==> config.mk <==
export PLATFORM = sky130hd
export DESIGN_NAME = round_controller
export DESIGN_NICKNAME = d
export VERILOG_FILES = /design/src/rtl/round_controller.sv
export SDC_FILE = /design/constraint.sdc
export NUM_CORES = 1
export LEC_CHECK = 0
export BUFFER_PORTS_ARGS = -buffer_cell sky130_fd_sc_hd__buf_2
export CAP_MARGIN = 20
export CORE_UTILIZATION = 40
export CTS_CLUSTER_DIAMETER = 40
export CTS_CLUSTER_SIZE = 30
export DETAILED_ROUTE_END_ITERATION = 12
export PLACE_DENSITY = 0.61
export SYNTH_ARGS = -nofsm -noshare
export SYNTH_HDL_FRONTEND = slang
export SYNTH_SLANG_ARGS = --single-unit
==> constraint.sdc <==
create_clock -name clk -period 3.01 [get_ports clk]
set_input_delay 0 -clock clk [delete_from_list [all_inputs] [get_ports clk]]
set_output_delay 0 -clock clk [all_outputs]
set_load 0.01 [all_outputs]
==> src/rtl/round_controller.sv <==
// round_controller: game-flow sequencer for the answer/timer game.
// Drives the countdown timer (restart + speed), tracks round and score,
// and steps each round through ARM -> RUN -> LOAD, ending in OVER.
module round_controller #(
  parameter int NUM_ROUNDS  = 10,
  parameter int FAST_ROUND  = 5,
  parameter int LOAD_CYCLES = 50_000_000,
  parameter int CNT_W       = 28
) (
  input  logic       clk,
  input  logic       reset_n,        // active-high despite the name
  input  logic       start,
  input  logic       answer_valid,
  input  logic       answer_correct,
  input  logic       time_up,
  output logic       timer_reset,
  output logic [1:0] frequency,
  output logic [3:0] round,
  output logic [7:0] score,
  output logic       loading,
  output logic       game_over,
  output logic       round_end,
  output logic [1:0] outcome
);

  typedef enum logic [2:0] {S_IDLE, S_ARM, S_RUN, S_LOAD, S_OVER} state_t;

  localparam logic [3:0]       LAST_RND  = 4'(NUM_ROUNDS - 1);
  localparam logic [3:0]       FAST_RND  = 4'(FAST_ROUND);
  localparam logic [CNT_W-1:0] LOAD_INIT = CNT_W'(LOAD_CYCLES - 1);

  localparam logic [1:0] FREQ_SLOW   = 2'b00;
  localparam logic [1:0] FREQ_FAST   = 2'b11;
  localparam logic [1:0] FREQ_FROZEN = 2'b01;

  localparam logic [1:0] OUT_NONE    = 2'b00;
  localparam logic [1:0] OUT_CORRECT = 2'b01;
  localparam logic [1:0] OUT_WRONG   = 2'b10;
  localparam logic [1:0] OUT_TIMEOUT = 2'b11;

  state_t           state;
  logic [1:0]       guard;     // RUN cycles elapsed, saturating at 2
  logic             tu_prev;   // time_up last cycle, for edge detection
  logic [CNT_W-1:0] dly_cnt;
  logic             timeout;

  function automatic logic [1:0] run_speed(input logic [3:0] r);
    return (r < FAST_RND) ? FREQ_SLOW : FREQ_FAST;
  endfunction

  // A time_up edge only counts once the timer has had time to leave its
  // held-at-30 state; earlier edges are leftovers from the restart.
  assign timeout = time_up & ~tu_prev & (guard == 2'd2);

  // Round sequencer with registered outputs
  always_ff @(posedge clk or posedge reset_n) begin
    if (reset_n) begin
      state       <= S_IDLE;
      timer_reset <= 1'b1;
      frequency   <= FREQ_FROZEN;
      round       <= '0;
      score       <= '0;
      loading     <= 1'b0;
      game_over   <= 1'b0;
      round_end   <= 1'b0;
      outcome     <= OUT_NONE;
      dly_cnt     <= '0;
      guard       <= '0;
      tu_prev     <= 1'b1;
    end else begin
      round_end <= 1'b0;
      tu_prev   <= time_up;
      case (state)
        S_IDLE, S_OVER: begin
          timer_reset <= 1'b1;
          if (start) begin
            score     <= '0;
            round     <= '0;
            outcome   <= OUT_NONE;
            game_over <= 1'b0;
            frequency <= run_speed(4'd0);
            guard     <= '0;
            state     <= S_ARM;
          end
        end
        S_ARM: begin
          timer_reset <= 1'b0;
          frequency   <= run_speed(round);
          guard       <= '0;
          state       <= S_RUN;
        end
        S_RUN: begin
          if (guard != 2'd2) guard <= guard + 2'd1;
          // an answer in the same cycle as a timeout takes priority
          if (answer_valid || timeout) begin
            round_end   <= 1'b1;
            timer_reset <= 1'b1;
            frequency   <= FREQ_FROZEN;
            loading     <= 1'b1;
            dly_cnt     <= LOAD_INIT;
            state       <= S_LOAD;
            if (answer_valid) begin
              outcome <= answer_correct ? OUT_CORRECT : OUT_WRONG;
              if (answer_correct && score != 8'hFF) score <= score + 8'd1;
            end else begin
              outcome <= OUT_TIMEOUT;
            end
          end
        end
        S_LOAD: begin
          if (dly_cnt == '0) begin
            loading <= 1'b0;
            if (round == LAST_RND) begin
              game_over <= 1'b1;
              state     <= S_OVER;
            end else begin
              round     <= round + 4'd1;
              frequency <= run_speed(round + 4'd1);
              guard     <= '0;
              state     <= S_ARM;
            end
          end else begin
            dly_cnt <= dly_cnt - 1'b1;
          end
        end
        default: state <= S_IDLE;
      endcase
    end
  end

endmodule

==> out/results.txt <==
Total Wirelength: 7.148 mm
Post-synthesis cell area: 0.003134 mm2
Largest family of logic cells by synthesized area: simple AND/OR/NAND/NOR gates
Max-slew headroom at the worst pin: 50.85%
# fillers: 718
Core area: 0.007408 mm2
Total grt overflow: 0
Global-route wire length before repair: 12.65 mm
Worst slew pin tran: 737.3 ps
Die ar.: 0.008194 mm2
Fraction of registers with async set/reset: 100.0%
Number of flops mapped to enable cells by yosys: 0
Hold path start: answer_valid
Maximum vdd ir drop: 0.4396 mV
Critical R2R Launch: dly_cnt[8]$_DFFE_PP0P_
Worst-Skew Late Latency: 310 ps
Synthesis Warnings: 0
Non-filler cells, final: 466
CTS tree: yes
HPWL after detailed placement: 4.902 mm
Final Wtd Congestion: 0.7904
Initial core utilization: 42.31%
Clk root buf: clkbuf_8
CTS sink cnt: 54
Cells after synthesis: 341
Row Count: 31
Longest Clk Path Bufs: 2
Die width: 90.52 um
Clk slew on worst S/H paths: 100 ps
Routed Antenna Nets: 0
Worst hold endpoint: outcome[1]$_DFFE_PP0P_
Vias post-DR: 2,622
Hold Vio Cnt, Final: 0
Critical Path Source Type: register
Die height: 90.52 um
Vias in the first global route: 2,626
Reg2reg setup slack: 550 ps
Clock skew: 6.791 ps
Worst R2R Path Depth: 5
Sequential fraction of the synthesis area: 43.23%
Critical path required time: 3190 ps
Fin nets: 379
Post-synthesis compound-gate area fraction: 16.01%
Netlist cell types: 58
Synthesized area per cell: 9.191 um2
Xor and xnor area share after synthesis: 0.5589%
Final period utilization: 81.63%
RSZ-0062 raised after global routing: false
Post-synthesis mux area share: 3.513%
Max-slew violations: 0
H-tree levels: 2
DRC: 0
Routed length per instance: 15.34 um
Area growth from synthesis to layout: 10.54%
# resized after CTS: 0
Post-placement cell count: 454
I/O Buffers: 25
Syn_nets: 354
Min-Delay Path Depth: 4
Crit path kind: reg -> reg
Vias per std cell: 5.627
Status: finished clean
Worst Path Max Fanout: 7
First DRT Iteration DRCs: 195
TritonCTS Buffers: 5
Router iterations before antenna repair: 4
Total GRT Usage: 18.91%
Fmax: 407.0 MHz
RR Endpoint: guard[1]$_DFFE_PP0P_
Layout cell share with drive strength beyond 1: 15.80%
Min-delay worst type: in -> reg
Most frequent cells in the layout: 51 x dfrtp_1, 26 x o21ai_0, 25 x buf_2
Post-synthesis simple-gate area fraction: 28.70%
# IOs: 26
CP endpoint kind: register
Antenna Cells: 0
Antenna violations before repair: 0
Max-cap violations: 0
Fin Setup TNS: 0 ps
Tmin final: 2457 ps
Final setup fails: 0
Synth Area in Adders: 2.794%
Pwr/cell area: 616.8 mW/mm2
CP Data Arrival Time: 2640 ps
Most common cell after layout, fill and taps aside: dfrtp_1
Largest net degree at the start of global routing: 35
Synthesized flop and latch total: 54
Leakage power: 1.432 nW
Top_reg_cell synth: dfrtp_1
-- cells in the mapped netlist (all sizes together) (4+ instances only) --
| cell | count | area, um2 |
|---|---|---|
| dfrtp | 51 | 1276 |
| or4 | 12 | 98.84 |
| clkbuf | 9 | 35.03 |
| inv | 16 | 60.06 |
| nor3 | 12 | 65.06 |
| nand3 | 14 | 70.07 |
| mux2i | 11 | 110.1 |
| o31ai | 7 | 52.55 |
| and4 | 8 | 72.57 |
| a21oi | 22 | 110.1 |
| or3 | 10 | 65.06 |
| nor2 | 24 | 92.59 |
| o21ai | 27 | 135.1 |
| nand4 | 7 | 43.79 |
| nand3b | 4 | 30.03 |
| nand2 | 22 | 85.09 |
| ha | 7 | 87.58 |
| buf | 8 | 63.80 |
| and3 | 5 | 31.28 |
| nand2b | 6 | 45.04 |
| and2 | 8 | 50.05 |
| nor4 | 8 | 65.06 |
| a31oi | 6 | 37.54 |
-- repair_timing --
action / 4_1_cts / 5_1_grt
hold buffers: 4 / 0
hold endpoints to repair: 33 / 0
buffers inserted: 0 / 0
-- power by group --
part,internal [mW],switching (mW)
registers,0.887,0.162
clock network,0.186,0.240
logic,0.278,0.384
-- metrics by stage --
step / util (%) / area (um2) / worst slack (ps) / power (mW) / hold WS [ps]
after CTS: 46.77 / 3465 / 572.2 / 2.153 / 46.79
after global routing: 46.77 / 3465 / 318.7 / 2.310 / 98.78
after global placement: 44.94 / 3329 / 615.3 / 1.699 / 128.4
final: 46.77 / 3465 / 553.0 / 2.137 / 69.13
after floorplan: - / 3134 / 883.7 / 1.509 / 4.478
after detailed placement: 44.94 / 3329 / 587.7 / 1.715 / 131.3
-- kinds of logic (layout without fill, tap and decap cells) --
logic type | Yosys count | in the layout
compound gates | 83 | 83
xor+xnor | 2 | 2
fa+ha+maj | 7 | 7
buf+inv | 34 | 60
flops | 54 | 54
mux | 11 | 11
simple gates | 150 | 150
-- flip-flops by register name, indices dropped and copies added, names as in the netlist --
register and cells:
dly_cnt 28, round_end 1, guard 2, game_over 1, frequency 2, timer_reset 1
outcome 2, score 8, round 4, tu_prev 1, state 3, loading 1
-- worst max path at each step --
| stage | startpoint | end | slack [ps] |
|---|---|---|---|
| after floorplan | dly_cnt[8]$_DFFE_PP0P_ | round[2]$_DFFE_PP0P_ | 880 |
| after global placement | dly_cnt[8]$_DFFE_PP0P_ | frequency[1]$_DFFE_PP0P_ | 620 |
| after detailed placement | dly_cnt[8]$_DFFE_PP0P_ | guard[1]$_DFFE_PP0P_ | 590 |
| after CTS | dly_cnt[0]$_DFFE_PP0P_ | dly_cnt[24]$_DFFE_PP0P_ | 570 |
| after global routing | dly_cnt[8]$_DFFE_PP0P_ | guard[1]$_DFFE_PP0P_ | 320 |
| final | dly_cnt[8]$_DFFE_PP0P_ | guard[1]$_DFFE_PP0P_ | 550 |
-- critical path: stages (launching register included) --
cell and delay (ps):
dfrtp_1 450, or4_4 590, nor4_1 530, nand3_1 250, o21ai_0 370, o22ai_1 150
-- routing by layer --
layer	GRT usage [%]	wire length (um)	vias up
met4	5.242	79	0
met2	30.74	3365	47
li1	-	-	1318
met1	26.11	3486	1249
met5	0	0	-
met3	2.862	217	8
-- area by class of cell --
type | count | area, um2 | share of cell area [%]
multi-input cells | 253 | 1617 | 46.66
flip-flops and latches | 54 | 1355 | 39.11
repair buffers | 35 | 210.2 | 6.067
well taps | 99 | 123.9 | 3.575
clock buffers | 6 | 82.58 | 2.384
inverters | 17 | 63.81 | 1.842
clock inverters | 2 | 12.51 | 0.3611
Power figures use the tool's default switching activity.
